==> config.mk <==
export PLATFORM = sky130hd
export DESIGN_NAME = pc_sequencer_flat
export DESIGN_NICKNAME = d
export VERILOG_FILES = /design/src/rtl/pc_sequencer_pkg.sv /design/src/rtl/pc_sequencer_if.sv /design/src/rtl/pc_sequencer_return_stack.sv /design/src/rtl/pc_sequencer.sv /design/src/flat_wrapper.sv
export SDC_FILE = /design/constraint.sdc
export NUM_CORES = 1
export LEC_CHECK = 0
export BUFFER_PORTS_ARGS = -buffer_cell sky130_fd_sc_hd__buf_4
export CAP_MARGIN = 5
export CORE_MARGIN = 3
export CORE_UTILIZATION = 50
export CTS_BUF_LIST = sky130_fd_sc_hd__clkbuf_16
export DETAILED_ROUTE_END_ITERATION = 7
export PLACE_DENSITY = 0.77
export SLEW_MARGIN = 25
export SYNTH_ARGS = -nofsm -noshare
export SYNTH_HDL_FRONTEND = slang
export SYNTH_SLANG_ARGS = --single-unit
==> constraint.sdc <==
create_clock -name clk -period 3.4 [get_ports clk]
set_clock_uncertainty 0.2 [all_clocks]
set_input_delay 0.51 -clock clk [delete_from_list [all_inputs] [get_ports clk]]
set_output_delay 0.51 -clock clk [all_outputs]
set_load 0.05 [all_outputs]
==> src/rtl/pc_sequencer_pkg.sv <==
// Shared types for the program-counter sequencer.
//   PC_W       : program counter width (10-bit instruction address space)
//   jump_t     : jump condition selector (JMP=0, JC=1, JZ=2, JNZ=3)
//   data_src_t : operand source type; SRC_INDIRECT needs a pointer-read cycle
//   state_t    : sequencer FSM states
//   jump_taken : jump condition evaluation against the current flags
package pc_sequencer_pkg;

    localparam int unsigned PC_W = 10;

    typedef enum logic [1:0] {
        JMP = 2'd0,
        JC  = 2'd1,
        JZ  = 2'd2,
        JNZ = 2'd3
    } jump_t;

    typedef enum logic [1:0] {
        SRC_NONE     = 2'd0,
        SRC_IMM      = 2'd1,
        SRC_DIRECT   = 2'd2,
        SRC_INDIRECT = 2'd3
    } data_src_t;

    typedef enum logic [2:0] {
        FETCH  = 3'd0,
        DECODE = 3'd1,
        INDIR  = 3'd2,
        EXEC   = 3'd3,
        HALT   = 3'd4
    } state_t;

    function automatic logic jump_taken(jump_t cond, logic cy, logic z);
        logic taken;
        case (cond)
            JMP:     taken = 1'b1;
            JC:      taken = cy;
            JZ:      taken = z;
            JNZ:     taken = ~z;
            default: taken = 1'b0;
        endcase
        return taken;
    endfunction

endpackage

==> src/rtl/pc_sequencer_if.sv <==
// Bus between the sequencer and the fetch/decode/datapath logic around it.
//   Decoder/memory -> sequencer : imem_ack, is_jump, call, ret, jump_cond,
//                                 data_src, operand, flag_cy, flag_z
//   Sequencer -> surroundings   : pc, imem_req, ir_load, ind_phase, exec_en,
//                                 halted, err_ovf, err_unf
// master: the sequencer side. slave: the surrounding core / memory side.
interface pc_sequencer_if;
    import pc_sequencer_pkg::*;

    logic            imem_ack;
    logic            is_jump;
    logic            call;
    logic            ret;
    jump_t           jump_cond;
    data_src_t       data_src;
    logic [PC_W-1:0] operand;
    logic            flag_cy;
    logic            flag_z;

    logic [PC_W-1:0] pc;
    logic            imem_req;
    logic            ir_load;
    logic            ind_phase;
    logic            exec_en;
    logic            halted;
    logic            err_ovf;
    logic            err_unf;

    modport master (
        input  imem_ack, is_jump, call, ret, jump_cond, data_src, operand,
               flag_cy, flag_z,
        output pc, imem_req, ir_load, ind_phase, exec_en, halted, err_ovf,
               err_unf
    );

    modport slave (
        output imem_ack, is_jump, call, ret, jump_cond, data_src, operand,
               flag_cy, flag_z,
        input  pc, imem_req, ir_load, ind_phase, exec_en, halted, err_ovf,
               err_unf
    );

endinterface

==> src/rtl/pc_sequencer_return_stack.sv <==
// Return-address stack (LIFO) for call/ret.
//   clk, rst : clock, synchronous active-high reset (pointer only)
//   push     : write wdata on top (caller guarantees !full)
//   pop      : discard top entry (caller guarantees !empty)
//   wdata    : return address to push
//   full     : DEPTH entries held
//   empty    : no entries held
//   top      : most recently pushed entry (undefined when empty)
module return_stack
    import pc_sequencer_pkg::*;
#(
    parameter int unsigned DEPTH = 8
) (
    input  logic            clk,
    input  logic            rst,
    input  logic            push,
    input  logic            pop,
    input  logic [PC_W-1:0] wdata,
    output logic            full,
    output logic            empty,
    output logic [PC_W-1:0] top
);

    localparam int unsigned AW = $clog2(DEPTH);
    localparam logic [AW:0] FULL_CNT = (AW+1)'(DEPTH);

    logic [PC_W-1:0] mem_q [DEPTH];
    logic [AW:0]     cnt_q;
    logic [AW-1:0]   wr_idx;
    logic [AW-1:0]   top_idx;

    // Low bits of the count address the next free slot; when full they wrap
    // to 0, so top_idx still lands on DEPTH-1.
    assign wr_idx  = cnt_q[AW-1:0];
    assign top_idx = wr_idx - AW'(1);
    assign full    = (cnt_q == FULL_CNT);
    assign empty   = (cnt_q == '0);
    assign top     = mem_q[top_idx];

    always_ff @(posedge clk) begin
        if (rst) begin
            cnt_q <= '0;
        end else if (push) begin
            cnt_q <= cnt_q + (AW+1)'(1);
        end else if (pop) begin
            cnt_q <= cnt_q - (AW+1)'(1);
        end
    end

    always_ff @(posedge clk) begin
        if (push) begin
            mem_q[wr_idx] <= wdata;
        end
    end

endmodule

==> src/rtl/pc_sequencer.sv <==
// Instruction sequencer: FETCH -> DECODE -> [INDIR] -> EXEC -> FETCH, with a
// return stack for call/ret and a sticky HALT on stack over/underflow.
//   clk : system clock
//   rst : synchronous active-high reset
//   bus : pc_sequencer_if.master (decoder controls and flags in; pc, fetch
//         request, ir_load, ind_phase, exec_en, halted, error flags out)
module pc_sequencer
    import pc_sequencer_pkg::*;
#(
    parameter int unsigned STACK_DEPTH = 8
) (
    input  logic           clk,
    input  logic           rst,
    pc_sequencer_if.master bus
);

    state_t          state_q;
    logic [PC_W-1:0] pc_q;
    logic            imem_req_q;
    logic            ind_phase_q;
    logic            exec_en_q;
    logic            halted_q;
    logic            err_ovf_q;
    logic            err_unf_q;

    logic [PC_W-1:0] pc_inc;
    logic [PC_W-1:0] pc_d;
    logic            halt_d;
    logic            err_ovf_d;
    logic            err_unf_d;

    logic            stk_push;
    logic            stk_pop;
    logic            stk_full;
    logic            stk_empty;
    logic [PC_W-1:0] stk_top;

    return_stack #(.DEPTH(STACK_DEPTH)) u_stack (
        .clk   (clk),
        .rst   (rst),
        .push  (stk_push),
        .pop   (stk_pop),
        .wdata (pc_inc),
        .full  (stk_full),
        .empty (stk_empty),
        .top   (stk_top)
    );

    // EXEC-cycle pc resolution; ret outranks call, call outranks jumps.
    // A stack error leaves pc on the faulting instruction.
    always_comb begin
        pc_inc    = pc_q + PC_W'(1);
        pc_d      = pc_inc;
        halt_d    = 1'b0;
        err_ovf_d = err_ovf_q;
        err_unf_d = err_unf_q;
        stk_push  = 1'b0;
        stk_pop   = 1'b0;
        if (state_q == EXEC) begin
            if (bus.ret) begin
                if (stk_empty) begin
                    pc_d      = pc_q;
                    halt_d    = 1'b1;
                    err_unf_d = 1'b1;
                end else begin
                    stk_pop = 1'b1;
                    pc_d    = stk_top;
                end
            end else if (bus.call) begin
                if (stk_full) begin
                    pc_d      = pc_q;
                    halt_d    = 1'b1;
                    err_ovf_d = 1'b1;
                end else begin
                    stk_push = 1'b1;
                    pc_d     = bus.operand;
                end
            end else if (bus.is_jump &&
                         jump_taken(bus.jump_cond, bus.flag_cy, bus.flag_z)) begin
                pc_d = bus.operand;
            end
        end
    end

    always_ff @(posedge clk) begin
        if (rst) begin
            state_q     <= FETCH;
            pc_q        <= '0;
            imem_req_q  <= 1'b1;
            ind_phase_q <= 1'b0;
            exec_en_q   <= 1'b0;
            halted_q    <= 1'b0;
            err_ovf_q   <= 1'b0;
            err_unf_q   <= 1'b0;
        end else begin
            case (state_q)
                FETCH: begin
                    if (bus.imem_ack) begin
                        state_q    <= DECODE;
                        imem_req_q <= 1'b0;
                    end
                end
                DECODE: begin
                    if (bus.data_src == SRC_INDIRECT) begin
                        state_q     <= INDIR;
                        ind_phase_q <= 1'b1;
                    end else begin
                        state_q   <= EXEC;
                        exec_en_q <= 1'b1;
                    end
                end
                INDIR: begin
                    state_q     <= EXEC;
                    ind_phase_q <= 1'b0;
                    exec_en_q   <= 1'b1;
                end
                EXEC: begin
                    exec_en_q <= 1'b0;
                    pc_q      <= pc_d;
                    err_ovf_q <= err_ovf_d;
                    err_unf_q <= err_unf_d;
                    if (halt_d) begin
                        state_q  <= HALT;
                        halted_q <= 1'b1;
                    end else begin
                        state_q    <= FETCH;
                        imem_req_q <= 1'b1;
                    end
                end
                HALT: begin
                end
                default: begin
                    state_q     <= HALT;
                    halted_q    <= 1'b1;
                    imem_req_q  <= 1'b0;
                    ind_phase_q <= 1'b0;
                    exec_en_q   <= 1'b0;
                end
            endcase
        end
    end

    // ir_load must coincide with the ack cycle, so it cannot be registered.
    assign bus.ir_load   = (state_q == FETCH) && bus.imem_ack;
    assign bus.pc        = pc_q;
    assign bus.imem_req  = imem_req_q;
    assign bus.ind_phase = ind_phase_q;
    assign bus.exec_en   = exec_en_q;
    assign bus.halted    = halted_q;
    assign bus.err_ovf   = err_ovf_q;
    assign bus.err_unf   = err_unf_q;

endmodule

==> src/flat_wrapper.sv <==
// flat-port wrapper written by rule: the top's interface ports become plain ports
module pc_sequencer_flat import pc_sequencer_pkg::*;
#(
    parameter int unsigned STACK_DEPTH = 8
)
  (clk, rst, bus_imem_ack, bus_is_jump, bus_call, bus_ret, bus_jump_cond, bus_data_src, bus_operand, bus_flag_cy, bus_flag_z, bus_pc, bus_imem_req, bus_ir_load, bus_ind_phase, bus_exec_en, bus_halted, bus_err_ovf, bus_err_unf);
  pc_sequencer_if bus_i ();
  input  logic clk;
  input  logic rst;
  input wire logic [$bits(bus_i.imem_ack)-1:0] bus_imem_ack;
  input wire logic [$bits(bus_i.is_jump)-1:0] bus_is_jump;
  input wire logic [$bits(bus_i.call)-1:0] bus_call;
  input wire logic [$bits(bus_i.ret)-1:0] bus_ret;
  input wire logic [$bits(bus_i.jump_cond)-1:0] bus_jump_cond;
  input wire logic [$bits(bus_i.data_src)-1:0] bus_data_src;
  input wire logic [$bits(bus_i.operand)-1:0] bus_operand;
  input wire logic [$bits(bus_i.flag_cy)-1:0] bus_flag_cy;
  input wire logic [$bits(bus_i.flag_z)-1:0] bus_flag_z;
  output wire logic [$bits(bus_i.pc)-1:0] bus_pc;
  output wire logic [$bits(bus_i.imem_req)-1:0] bus_imem_req;
  output wire logic [$bits(bus_i.ir_load)-1:0] bus_ir_load;
  output wire logic [$bits(bus_i.ind_phase)-1:0] bus_ind_phase;
  output wire logic [$bits(bus_i.exec_en)-1:0] bus_exec_en;
  output wire logic [$bits(bus_i.halted)-1:0] bus_halted;
  output wire logic [$bits(bus_i.err_ovf)-1:0] bus_err_ovf;
  output wire logic [$bits(bus_i.err_unf)-1:0] bus_err_unf;
  assign bus_i.imem_ack = bus_imem_ack;
  assign bus_i.is_jump = bus_is_jump;
  assign bus_i.call = bus_call;
  assign bus_i.ret = bus_ret;
  assign bus_i.jump_cond = bus_jump_cond;
  assign bus_i.data_src = bus_data_src;
  assign bus_i.operand = bus_operand;
  assign bus_i.flag_cy = bus_flag_cy;
  assign bus_i.flag_z = bus_flag_z;
  assign bus_pc = bus_i.pc;
  assign bus_imem_req = bus_i.imem_req;
  assign bus_ir_load = bus_i.ir_load;
  assign bus_ind_phase = bus_i.ind_phase;
  assign bus_exec_en = bus_i.exec_en;
  assign bus_halted = bus_i.halted;
  assign bus_err_ovf = bus_i.err_ovf;
  assign bus_err_unf = bus_i.err_unf;
  pc_sequencer #(.STACK_DEPTH(STACK_DEPTH)) u_core (.clk(clk), .rst(rst), .bus(bus_i));
endmodule
=== Word-level counts from Yosys, hierarchy flattened ===
Memories as Yosys holds them, arrays and structs flattened.
Cells that the tools add are included.

* Register bits: 23
* RAM bits: 80
* Output and inout port bits: 17
* Memories: 1

* $add $sub $neg: 4
* Equality and inequality tests: 16
* Multiplexer cells: 38
* Bitwise gates (word level): 7
* Reduce and logical (&&, ||, !) cells: 18

{| class="wikitable"
|+ Memories
! memory !! depth !! bits a word !! read ports !! clocked after memory_dff !! wr ports !! line !! text
|-
| u_core.u_stack.mem_q || 8 || 10 || 1 || 0 || 1 || pc_sequencer_return_stack.sv:27 || <nowiki>logic [PC_W-1:0] mem_q [DEPTH];</nowiki>
|}

{| class="wikitable"
|+ Operator list
! kind !! number
|-
| $mux 10 || 5
|-
| $mux 1 || 23
|-
| $pmux 3 s5 || 1
|-
| $add 10x1->10 const B || 1
|-
| $reduce_and 3->1 || 3
|-
| $mux 4 || 2
|-
| $ne 2x2->1 const B || 4
|-
| $reduce_and 2->1 || 4
|-
| $not 1->1 || 7
|-
| $eq 2x2->1 const B || 3
|-
| $eq 3x2->1 const B || 2
|-
| $mux 3 || 2
|-
| $pmux 1 s3 || 2
|-
| $reduce_or 3->1 || 2
|-
| $add 4x1->4 const B || 1
|-
| $eq 4x4->1 const B || 1
|-
| $logic_not 4->1 || 1
|-
| $ne 2x1->1 const B || 2
|-
| $pmux 1 s2 || 2
|-
| $pmux 1 s4 || 1
|-
| $reduce_and 4->1 || 1
|-
| $reduce_or 4->1 || 1
|-
| $sub 4x1->4 const B || 1
|-
| $eq 3x1->1 const B || 1
|-
| 9 further kinds || 10
|}

=== Depth between registers and ports, before layout ===
* Word-level depth: 9
* Mapped depth: 11
* Gate-level depth less buffers: 10

=== Hierarchy ===
From an unflattened synthesis, not the netlist that was laid out.

* Cells, all modules: 325
* Area total of the unflattened synthesis: 4650.7 sq um

{| class="wikitable"
|+ Modules (own cells, without submodules)
! module !! times used !! cells each !! area each (sq um) !! sequential area each (sq um)
|-
| return_stack || 1 || 165 || 3403.3 || 2482.4
|-
| pc_sequencer || 1 || 160 || 1247.4 || 380.4
|}

=== Worst setup path after synthesis ===
Ideal clock, no wire load.

* Path type: reg-to-reg
* From: register u_core.u_stack.cnt_q[0]
* To: register u_core.u_stack.cnt_q[3]
* Arrival time: 2.319 ns
* Required time: 3.109 ns
* Setup slack: 0.790 ns
* Cell stages (with the launch flop): 12
* Buffers on the path: 1
* Path through: dfxtp_1 -> buf_4 -> inv_1 -> ha_1 -> nand3b_1 -> nand2_1 -> ha_1 -> a21o_1 -> a21oi_1 -> mux2i_1 -> a21oi_1 -> a311oi_1

* Cells in the longest elaborated chain, start to end: 6

{| class="wikitable"
|+ RTL lines
! item !! line !! text
|-
| start: declaration || pc_sequencer_return_stack.sv:28 || <nowiki>logic [AW:0] cnt_q;</nowiki>
|-
| start signal: assignment || pc_sequencer_return_stack.sv:44 || <nowiki>cnt_q <= cnt_q + (AW+1)'(1);</nowiki>
|-
| start signal: assignment || pc_sequencer_return_stack.sv:46 || <nowiki>cnt_q <= cnt_q - (AW+1)'(1);</nowiki>
|-
| $eq 4x4->1 || pc_sequencer_return_stack.sv:36 || <nowiki>assign full = (cnt_q == FULL_CNT);</nowiki>
|-
| $mux 1 || pc_sequencer.sv:70 || <nowiki>if (stk_full) begin</nowiki>
|-
| $mux 1 || pc_sequencer.sv:69 || <nowiki>end else if (bus.call) begin</nowiki>
|-
| $mux 1 || pc_sequencer.sv:60 || <nowiki>if (bus.ret) begin</nowiki>
|-
| $mux 1 || pc_sequencer.sv:59 || <nowiki>if (state_q == EXEC) begin</nowiki>
|-
| $mux 4 / $reduce_bool 2->1 (equally long branches) || n/a ||
|}

Several ways; a longest one is shown, not always the timed one. The select of a mux whose other input is x is not followed.
A chain may end at the register's enable or synchronous reset.

=== Final worst setup path ===
* From: register u_core.state_q[1]
* To: register u_core.u_stack.cnt_q[3]

* Cells in the longest elaborated chain, start to end: 3

{| class="wikitable"
|+ RTL lines
! item !! line !! text
|-
| start: declaration || pc_sequencer.sv:17 || <nowiki>state_t state_q;</nowiki>
|-
| start signal: assignment || pc_sequencer.sv:87 || <nowiki>state_q <= FETCH;</nowiki>
|-
| start signal: assignment || pc_sequencer.sv:99 || <nowiki>state_q <= DECODE;</nowiki>
|-
| start signal: assignment || pc_sequencer.sv:105 || <nowiki>state_q <= INDIR;</nowiki>
|-
| $eq 3x2->1 (*) || pc_sequencer.sv:59 ||
|-
| $mux 1 || pc_sequencer.sv:59 ||
|-
| $mux 4 / $reduce_bool 2->1 (equally long branches) || n/a ||
|}

Every way passes the cells marked *; elsewhere a longest branch is shown, timed or not.

==> metrics.cfg <==
[floorplanning]
ios = 39
fp.dieH_um = 101.9
rows = 34
fp.dieW_um = 101.9
start_util_pct = 52.01
dieArea_mm2 = 0.01039
core_area_mm2 = 0.008848

[finish]
areaGrowthSynthToFinish_pct = 15.28
fin_util_pct = 59.95
layout-drive-gt1-share_pct = 27.00
nFillCells = 667
num_antenna_cells = 0
layout_common_cells = edfxtp_1 (80), buf_4 (49), nor2_1 (28)
stdcell_count = 471
final_common_cell = edfxtp_1
final_nets = 386

[route]
drt_iter0_drc = 146
first_pass_iters = 4
drt_drc_violations_left = 0
ant_nets = 0
num_vias = 2734
wl_per_cell_um = 18.88
viasPerCell = 5.805
totalWireLength_mm = 8.893

[setup_path]
critPathBufInv = 0
critPathLaunchType = flop
cpMostUsedCell = a21oi_1
crit_chain = nand3b_1 -> nor2_1 -> nand2_1 -> ha_1 -> a21o_1 -> a21oi_1 -> mux2i_1 -> a21oi_1 -> a311oi_1
cp_slowest_cell = dfxtp_1
crit_arrival_ps = 2840
crit_path_max_incr_delay_ps = 560
path_class = reg2reg
r2r-start = u_core.state_q[1]
path_max_fanout = 12
worstReg2RegEnd = u_core.u_stack.cnt_q[3]
critPathRequiredTime_ps = 3450
path_delay_family = compound AO/OA/AOI/OAI gates
reg2reg_slack_ps = 620
end_kind = flop
rr_worst_depth = 9

[global_route]
grt-ovfl-total = 0
grt_pass1_wl_mm = 14.26
grt_antenna_before_repair = 0
grt.total_usage_pct = 18.45
grt_pass1_vias = 2665
grt_max_degree = 33

[placed_design]
gp_congestion = 0.7882
hpwlAfterDp_mm = 5.878
portBuffers = 38
dp.cells = 455

[clocking]
cts_buffers = 9
ctsHoldBuffers = 0
clk_pin_slew_worst_paths_ps = 70
cts_sinks = 103
cts_tree = built
post_cts_resized = 0
root_buffer = clkbuf_16
postCtsSetupBuffers = 0
cts_htree_levels = 3
worstSkewPairLatency_ps = 340
cts_max_path_buffers = 2

[power]
p_sw_share_pct = 25.81
pwr-share-comb_pct = 12.0
power_density_mw_per_mm2 = 518.6
clkPwrFrac_pct = 36.8
power_switching_uw = 710.2
seqPwrFrac_pct = 51.2
p_int_uw = 2041
p_leak_uw = 0.001861
irDropWorstVdd_mv = 0.2256

[sta]
finalMaxSlewViolations = 0
max_clock_freq_mhz = 359.1
worst_pin_slew_ps = 810.3
hold_violations = 0
finalCritPeriodShare_pct = 81.91
fin_crit_ps = 2785
tns_ps = 0
relSlewSlack_pct = 45.59
rsz0062_at_grt = false
fin_hold_ws_ps = 268.7
setup_viol = 0

[min_path]
hp-start = rst
hp-class = in2reg
whs_path_depth = 2
holdPathEnd = u_core.bus.pc[1]

[flow_run]
maxCapViolations = 0

[synthesis]
ys_ff_latch = 103
synthArstFlopShare_pct = 0
ys_seq_area_share_pct = 62.21
yosys_warnings = 0
synth_cell_types = 53
syn-num-nets = 342
synth_area_mm2 = 0.004602
synth_area_leader_cell = edfxtp_1
synth-main-ff-cell = edfxtp_1
synth_edf_count = 80
synth.area.top_cells = edfxtp_1 (52%), dfxtp_1 (10%), mux4_2 (9.3%)
postSynthCellCount = 314
synth_area_per_cell_um2 = 14.66
synth_top_cell_area_share_pct = 52.20

[outcome]
outcome = finished clean

-- sequential cells by signal, indices dropped and copies added, names as in the netlist --
signal,flops
u_core.state_q,3
u_core.bus.halted,1
u_core.bus.exec_en,1
u_core.bus.err_ovf,1
u_core.bus.err_unf,1
u_core.bus.pc,10
u_core.u_stack.cnt_q,4
u_core.u_stack.mem_q,80
u_core.bus.imem_req,1
u_core.bus.ind_phase,1
-- synthesized netlist by cell type, types with 5 or more instances --
| cell type | instances |
|---|---|
| nand3_1 | 9 |
| nor2_1 | 28 |
| nor3_1 | 5 |
| mux2_2 | 8 |
| mux4_2 | 19 |
| xor2_1 | 5 |
| dfxtp_1 | 23 |
| xnor2_1 | 8 |
| clkbuf_1 | 5 |
| mux2i_1 | 11 |
| ha_1 | 5 |
| inv_1 | 8 |
| nand2_1 | 19 |
| nand2b_1 | 7 |
| edfxtp_1 | 80 |
| a21oi_1 | 9 |
-- logic make-up (layout without fill, tap and decap cells) --
family	Yosys count	count (layout)	synth area share, %
buffers and inverters	25	74	3.045
multiplexers	38	38	13.65
adder cells (fa/ha/maj)	6	6	1.794
AND/OR/NAND/NOR	86	86	9.325
XOR/XNOR	13	13	2.474
AO/OA/AOI/OAI	43	43	7.504
flip-flops	103	103	62.21
-- per-stage QoR --
stage	instance area [um^2]	power (uW)	setup slack [ps]
6_report	5305	2751	615.1
3_3_place_gp	4999	1760	623.4
3_5_place_dp	4999	1766	578.4
5_1_grt	5305	2859	373.0
4_1_cts	5305	2770	627.7
2_1_floorplan	4602	1682	790.3
-- power groups by stage --
stage | combinational [uW] | sequential, uW | clock, uW
detailed placement | 329 | 1440 | 0
finish | 329 | 1410 | 1010
floorplan | 213 | 1470 | 0
global route | 359 | 1410 | 1090
CTS | 332 | 1410 | 1030
global placement | 325 | 1440 | 0
-- worst max-delay path by stage --
stage	from	to	slack (ps)	cells past startpoint
floorplan	u_core.u_stack.cnt_q[0]	u_core.u_stack.cnt_q[3]	790	11
global placement	bus_ret	u_core.u_stack.cnt_q[3]	620	10
detailed placement	bus_ret	u_core.u_stack.cnt_q[3]	580	10
CTS	u_core.state_q[1]	u_core.u_stack.cnt_q[3]	630	9
global route	u_core.state_q[1]	u_core.u_stack.cnt_q[3]	370	9
finish	u_core.state_q[1]	u_core.u_stack.cnt_q[3]	620	9
-- worst reg2reg max path, delay by kind of cell (launching register included) --
kind	cells	cell delay (ps)
and+or+nand+nor	3	680
AOI/OAI and AO/OA	4	740
muxes	1	220
adders and majority gates	1	300
DFF	1	560
-- layer usage --
metal	vias to the layer above	GRT usage, %	share of wire [%]
met4	0	4.844	1.1
met1	1368	26.17	47
li1	1291	-	-
met5	-	0	0
met2	66	28.72	47
met3	9	4.846	5.5
-- layout make-up --
class                   instances  area, um^2  area share (%)
clock buffers                   9       225.2           4.245
well taps                     108       135.1           2.547
multi-input cells             186        1599           30.14
clock inverters                 7       81.33           1.533
inverters                       9       33.78          0.6368
flip-flops and latches        103        2863           53.96
repair buffers                 49       367.9           6.934
Note: power is estimated with default switching activity, not from simulation.
